$ cat src/rtl/motor_ramp_controller_if.sv
// Command channel into the motor ramp controller: valid/ready with target velocity and step size.
interface motor_ramp_controller_if;
  logic              cmd_valid;
  logic              cmd_ready;
  logic signed [7:0] cmd_target;
  logic        [3:0] cmd_step;

  modport master (output cmd_valid, output cmd_target, output cmd_step, input cmd_ready);
  modport slave  (input cmd_valid, input cmd_target, input cmd_step, output cmd_ready);
endinterface

$ cat src/rtl/motor_ramp_controller.sv
// Steps a signed 8-bit velocity toward commanded targets on a prescaled tick,
// passing through a zero dwell on reversal; estop forces zero immediately.
module motor_ramp_controller #(
  parameter int TICK_DIV    = 1000,
  parameter int DWELL_TICKS = 4
) (
  input  logic                     cclk,
  input  logic                     rst,
  motor_ramp_controller_if.slave   cmd,
  input  logic                     estop,
  output logic signed [7:0]        velocity,
  output logic                     busy,
  output logic                     at_target
);

  localparam int PW = (TICK_DIV > 1) ? $clog2(TICK_DIV) : 1;
  localparam logic [PW-1:0] TICK_LAST  = PW'(TICK_DIV - 1);
  localparam logic [7:0]    DWELL_LAST = 8'(DWELL_TICKS - 1);

  typedef enum logic [1:0] {IDLE, RAMP, DWELL, STOP} state_t;

  state_t            state_q;
  logic [PW-1:0]     presc_q;
  logic [7:0]        dwell_q;
  logic signed [7:0] vel_q;
  logic signed [7:0] tgt_q;
  logic [3:0]        step_q;
  logic              at_target_q;

  logic              tick_d;
  logic              opp_d;
  logic signed [7:0] goal_d;
  logic signed [7:0] vel_d;

  // Target 0 is never opposing, so a ramp to zero never enters the dwell.
  function automatic logic opposing(input logic signed [7:0] cur, input logic signed [7:0] tgt);
    return (cur != 8'sd0) && (tgt != 8'sd0) && (cur[7] != tgt[7]);
  endfunction

  // 9-bit arithmetic; clamps onto the goal so neither end of the range can wrap.
  function automatic logic signed [7:0] step_toward(input logic signed [7:0] cur,
                                                    input logic signed [7:0] goal,
                                                    input logic [3:0]        step);
    logic signed [8:0] cur9;
    logic signed [8:0] diff;
    logic signed [8:0] stp;
    logic signed [8:0] nxt;
    logic        [8:0] mag;
    cur9 = {cur[7], cur};
    diff = {goal[7], goal} - cur9;
    mag  = diff[8] ? 9'(-diff) : 9'(diff);
    stp  = {5'b0, step};
    if (mag <= 9'(step)) return goal;
    nxt = diff[8] ? (cur9 - stp) : (cur9 + stp);
    return nxt[7:0];
  endfunction

  assign tick_d = (presc_q == TICK_LAST);
  assign opp_d  = opposing(vel_q, tgt_q);
  assign goal_d = opp_d ? 8'sd0 : tgt_q;
  assign vel_d  = step_toward(vel_q, goal_d, step_q);

  assign cmd.cmd_ready = (state_q == IDLE) && !estop;
  assign velocity      = vel_q;
  assign busy          = (state_q != IDLE);
  assign at_target     = at_target_q;

  always_ff @(posedge cclk or posedge rst) begin
    if (rst) begin
      state_q     <= IDLE;
      presc_q     <= '0;
      dwell_q     <= '0;
      vel_q       <= '0;
      tgt_q       <= '0;
      step_q      <= 4'd1;
      at_target_q <= 1'b0;
    end else begin
      presc_q     <= tick_d ? '0 : presc_q + PW'(1);
      at_target_q <= 1'b0;
      if (estop) begin
        state_q <= STOP;
        vel_q   <= '0;
        dwell_q <= '0;
      end else begin
        case (state_q)
          IDLE: begin
            if (cmd.cmd_valid) begin
              tgt_q  <= cmd.cmd_target;
              step_q <= (cmd.cmd_step == 4'd0) ? 4'd1 : cmd.cmd_step;
              if (cmd.cmd_target == vel_q) at_target_q <= 1'b1;
              else                         state_q     <= RAMP;
            end
          end
          RAMP: begin
            if (tick_d) begin
              vel_q <= vel_d;
              if (vel_d == tgt_q) begin
                state_q     <= IDLE;
                at_target_q <= 1'b1;
              end else if ((vel_d == 8'sd0) && opp_d && (DWELL_TICKS > 0)) begin
                state_q <= DWELL;
                dwell_q <= '0;
              end
            end
          end
          // Leaves on the last dwell tick so the next tick already steps past zero.
          DWELL: begin
            if (tick_d) begin
              if (dwell_q == DWELL_LAST) begin
                state_q <= RAMP;
                dwell_q <= '0;
              end else begin
                dwell_q <= dwell_q + 8'd1;
              end
            end
          end
          STOP:    state_q <= IDLE;
          default: state_q <= IDLE;
        endcase
      end
    end
  end

endmodule

$ cat src/flat_wrapper.sv
// flat-port wrapper written by rule: the top's interface ports become plain ports
module motor_ramp_controller_flat 
#(
  parameter int TICK_DIV    = 1000,
  parameter int DWELL_TICKS = 4
)
  (cclk, rst, estop, velocity, busy, at_target, cmd_cmd_valid, cmd_cmd_target, cmd_cmd_step, cmd_cmd_ready);
  motor_ramp_controller_if cmd_i ();
  input  logic cclk;
  input  logic rst;
  input  logic estop;
  output logic signed [7:0] velocity;
  output logic busy;
  output logic at_target;
  input wire logic [$bits(cmd_i.cmd_valid)-1:0] cmd_cmd_valid;
  input wire logic [$bits(cmd_i.cmd_target)-1:0] cmd_cmd_target;
  input wire logic [$bits(cmd_i.cmd_step)-1:0] cmd_cmd_step;
  output wire logic [$bits(cmd_i.cmd_ready)-1:0] cmd_cmd_ready;
  assign cmd_i.cmd_valid = cmd_cmd_valid;
  assign cmd_i.cmd_target = cmd_cmd_target;
  assign cmd_i.cmd_step = cmd_cmd_step;
  assign cmd_cmd_ready = cmd_i.cmd_ready;
  motor_ramp_controller #(.TICK_DIV(TICK_DIV), .DWELL_TICKS(DWELL_TICKS)) u_core (.cclk(cclk), .rst(rst), .cmd(cmd_i), .estop(estop), .velocity(velocity), .busy(busy), .at_target(at_target));
endmodule
$ cat config.mk
export PLATFORM = sky130hd
export DESIGN_NAME = motor_ramp_controller_flat
export DESIGN_NICKNAME = d
export VERILOG_FILES = /design/src/rtl/motor_ramp_controller_if.sv /design/src/rtl/motor_ramp_controller.sv /design/src/flat_wrapper.sv
export SDC_FILE = /design/constraint.sdc
export NUM_CORES = 1
export LEC_CHECK = 0
export CAP_MARGIN = 20
export CORE_AREA = 2 2 85 87
export CTS_CLUSTER_SIZE = 10
export DETAILED_ROUTE_END_ITERATION = 8
export DIE_AREA = 0 0 87 89
export GPL_TIMING_DRIVEN = 0
export MAX_ROUTING_LAYER = met4
export PLACE_DENSITY = 0.85
export SLEW_MARGIN = 0
export SYNTH_ARGS = -nofsm -noshare
export SYNTH_HDL_FRONTEND = slang
export SYNTH_SLANG_ARGS = --single-unit
$ cat constraint.sdc
create_clock -name cclk -period 4.6 [get_ports cclk]
set_input_delay 0.46 -clock cclk [delete_from_list [all_inputs] [get_ports cclk]]
set_output_delay 0.46 -clock cclk [all_outputs]
set_load 0.01 [all_outputs]
==> results.yml <==
timing:
  finalClockSkew_ns: 0.00802
  setup_slack_ns: -0.488
  rsz0062_at_grt: "yes"
  period_needed_ns: 5.09
  timing.final.hold_violations: 0
  fin_setup_tns_ns: -7.03
  fin_crit_sh_pct: 111
  hold_slack_ns: 0.500
  setup_viol: 19
  slew_viol_final: 0
  fmax_mhz: 197
  worstMarginPinSlew_ns: 0.906
  slew_headroom_pct: 39.3
worst_setup_path:
  r2r_end: "u_core.dwell_q[1]"
  r2r_cells: 22
  endpoint: "u_core.dwell_q[1]"
  critPathKind: "register to register"
  cp-end-kind: "register"
  reg2reg_from: "u_core.velocity[7]"
  critPathMaxFanout: 7
  startpoint: "u_core.velocity[7]"
  start_kind: "register"
  cp_data_arrival_time_ns: 5.28
  critPathRequiredTime_ns: 4.80
  r2r_slack_ns: -0.49
cts:
  cts_root_buffer: "clkbuf_8"
  clkTransAtPathRegs_ns: 0.09
  clk_path_buf_depth: 2
  numCtsBuffers: 5
  cts_sinks: 41
  cts_hold_buf: 0
  insertion_delay_ns: 0.31
  cts_tree: "yes"
  cts_max_level: 2
synthesis:
  synth_cell_types: 62
  netlist_top_cells_count: "40 x dfrtp_1, 31 x nor2_1, 30 x inv_1, 26 x nand2_1, 25 x ha_1"
  synth_flop_cell: "dfrtp_1"
  synth-seq-cells: 41
  synth_top_area_cell: "dfrtp_1"
  synth_nets: 468
  synthCells: 426
  synth_area_leaders: "dfrtp_1 28%, ha_1 8.7%, xnor2_1 4.6%, xor2_1 3.9%, a21oi_1 3.4%"
  synthArstFlopShare_pct: 100
  synth_warnings: 0
  yosysSeqAreaShare_pct: 28.7
  syn_area_per_cell_sq_um: 8.41
  synth_edf_count: 0
  synth_most_common_cell: "dfrtp_1"
  synth_area_sq_um: 3580
  synth_top_area_share_pct: 27.9
route:
  firstDrtPassIters: 7
  post_drt_via_cell_ratio: 6.54
  drc: 0
  antenna_left: 0
  wl_microns: 11700
  via_count: 3843
  wl_per_cell_microns: 19.9
  drt_iter0_markers: 323
global_route:
  grt.overflow.total: 0
  use_met2_pct: 48.9
  top_usage_layer: "met2"
  met3_usage_pct: 4.16
  grt_pass1_vias: 3585
  grtUsageMet1_pct: 34.5
  grt_max_degree: 42
  grt_pass1_wl_microns: 16900
  grt_antenna_before_repair: 0
  grt_use_total_pct: 28.9
cells_and_area:
  nets: 549
  fill_cells: 437
  n_antenna_cell: 0
  layout-drive-gt1-share_pct: 27.8
  area_growth_pct: 34.0
place:
  port_buffers: 25
  dp_hpwl_microns: 6700
  place_congestion: 0.967
pwr:
  powerDensity_nw_per_um2: 745
  p_leak_nw: 2.06
  ir_worst_vdd_mv: 0.400
die:
  initial_core_util_pct: 53.3
  num_io_pins: 27
  core_area_sq_um: 6720
  die_h_microns: 89
  std_cell_rows: 30
  die_w_microns: 87
  dieArea_sq_um: 7740
outcome:
  violations: "negative setup slack"
  status: "finished with violations"
job:
  maxCapViolations: 0
hold_path:
  hold_class: "register to register"
==> routing by layer <==
| metal | part of all wire (%) | up-vias |
|---|---|---|
| met5 | 0 | - |
| met4 | 5.3 | 0 |
| met3 | 9.2 | 82 |
| met2 | 48 | 284 |
| met1 | 37 | 1782 |
| li1 | - | 1695 |
==> cell usage in the layout (no fill, tap or decap), drive strengths merged, types with 2 or more instances in the layout <==
| cell type | n |
|---|---|
| a21o | 8 |
| mux2i | 5 |
| o22ai | 2 |
| buf | 59 |
| nor4 | 8 |
| o311ai | 2 |
| xnor2 | 19 |
| or3 | 4 |
| mux2 | 10 |
| nand4 | 7 |
| inv | 30 |
| nand2 | 26 |
| and3 | 12 |
| nor3 | 12 |
| xor2 | 16 |
| a311oi | 2 |
| dfrtp | 40 |
| nor3b | 2 |
| clkbuf | 13 |
| a31oi | 7 |
| o211ai | 2 |
| nor2 | 31 |
| ha | 25 |
| a211o | 2 |
| nand3 | 14 |
| nand2b | 7 |
| o31a | 2 |
| clkinvlp | 2 |
| nor2b | 9 |
| o21a | 3 |
| o31ai | 6 |
| a21oi | 25 |
| o21ai | 30 |
| a22o | 9 |
| and2 | 11 |
| a211oi | 4 |
| clkdlybuf4s50 | 25 |
| or2 | 3 |
==> through the flow <==
step | worst slack (ns) | total power, mW | std cells | area, sq um | utilization [%]
2_1_floorplan | -0.0802 | 2.00 | 426 | 3660 | -
3_3_place_gp | -0.665 | 2.32 | 531 | 4010 | 59.7
3_5_place_dp | -0.792 | 2.39 | 531 | 4010 | 59.7
4_1_cts | -0.253 | 3.11 | 572 | 4570 | 68.1
5_1_grt | -0.623 | 3.77 | 588 | 4800 | 71.4
6_report | -0.488 | 3.57 | 588 | 4800 | 71.4
==> state kept, by name, indices dropped and copies added, names as in the netlist <==
name              cells
u_core.step_q         4
u_core.tgt_q          8
u_core.at_target      1
u_core.presc_q       10
u_core.dwell_q        8
u_core.velocity       8
u_core.state_q        2
==> what timing repair did <==
action | CTS | global route
endpoints found under the hold margin | 0 | 0
setup endpoints to repair | 19 | 19
resized for setup | 43 | 28
pin swaps | 24 | 13
gates cloned | 1 | 0
setup buffers | 35 | 16
==> logic make-up after synthesis <==
logic type | Yosys count | share of synthesized area [%]
compound gates | 108 | 20.0
xor+xnor | 36 | 9.19
fa+ha+maj | 26 | 9.29
buf+inv | 47 | 5.24
flops | 41 | 28.7
mux | 15 | 4.54
simple gates | 153 | 23.1
==> cell type report <==
cell class | count | area, sq um | area share (%)
multi-input combinational | 338 | 2700 | 56.3
tap | 80 | 100 | 2.09
timing repair buffer | 77 | 663 | 13.8
clock inverter | 2 | 15.0 | 0.313
clock buffer | 6 | 72.6 | 1.51
buffer | 14 | 97.6 | 2.03
sequential | 41 | 1040 | 21.6
inverter | 30 | 113 | 2.35
==> worst min path at each step <==
stage,startpoint,cells after the start,slack [ns],to
5_1_grt,u_core.presc_q[0],1,0.51,u_core.presc_q[0]
3_3_place_gp,u_core.presc_q[0],1,0.47,u_core.presc_q[0]
3_5_place_dp,u_core.presc_q[9],1,0.49,u_core.presc_q[9]
4_1_cts,u_core.presc_q[9],1,0.50,u_core.presc_q[9]
6_report,u_core.presc_q[0],1,0.50,u_core.presc_q[0]
2_1_floorplan,u_core.presc_q[0],1,0.45,u_core.presc_q[0]
==> critical path, cell delays in order, from the launching register on <==
cell and delay, ns:
dfrtp_2 0.47, nor4_4 0.34, a21o_4 0.22, and2_4 0.20, ha_4 0.22, and4b_1 0.20
a211o_1 0.37, o21ai_4 0.16, a21o_1 0.24, buf_4 0.15, nor2_1 0.05, xnor2_1 0.13
ha_1 0.34, buf_4 0.18, xor2_2 0.25, nand3_1 0.12, nor2_1 0.10, and3_1 0.22
nand4_1 0.14, o31a_1 0.28, buf_6 0.14, a21oi_4 0.14, mux2_4 0.32
==> report_power, final <==
part / switching (mW) / leakage (nW) / internal, mW / total [mW]
clock network: 0.147 / 0.0374 / 0.107 / 0.254
registers: 0.0879 / 0.514 / 0.427 / 0.515
logic: 1.47 / 1.51 / 1.34 / 2.81
total: 1.70 / 2.06 / 1.87 / 3.57
(Power assumes the default switching activity.)
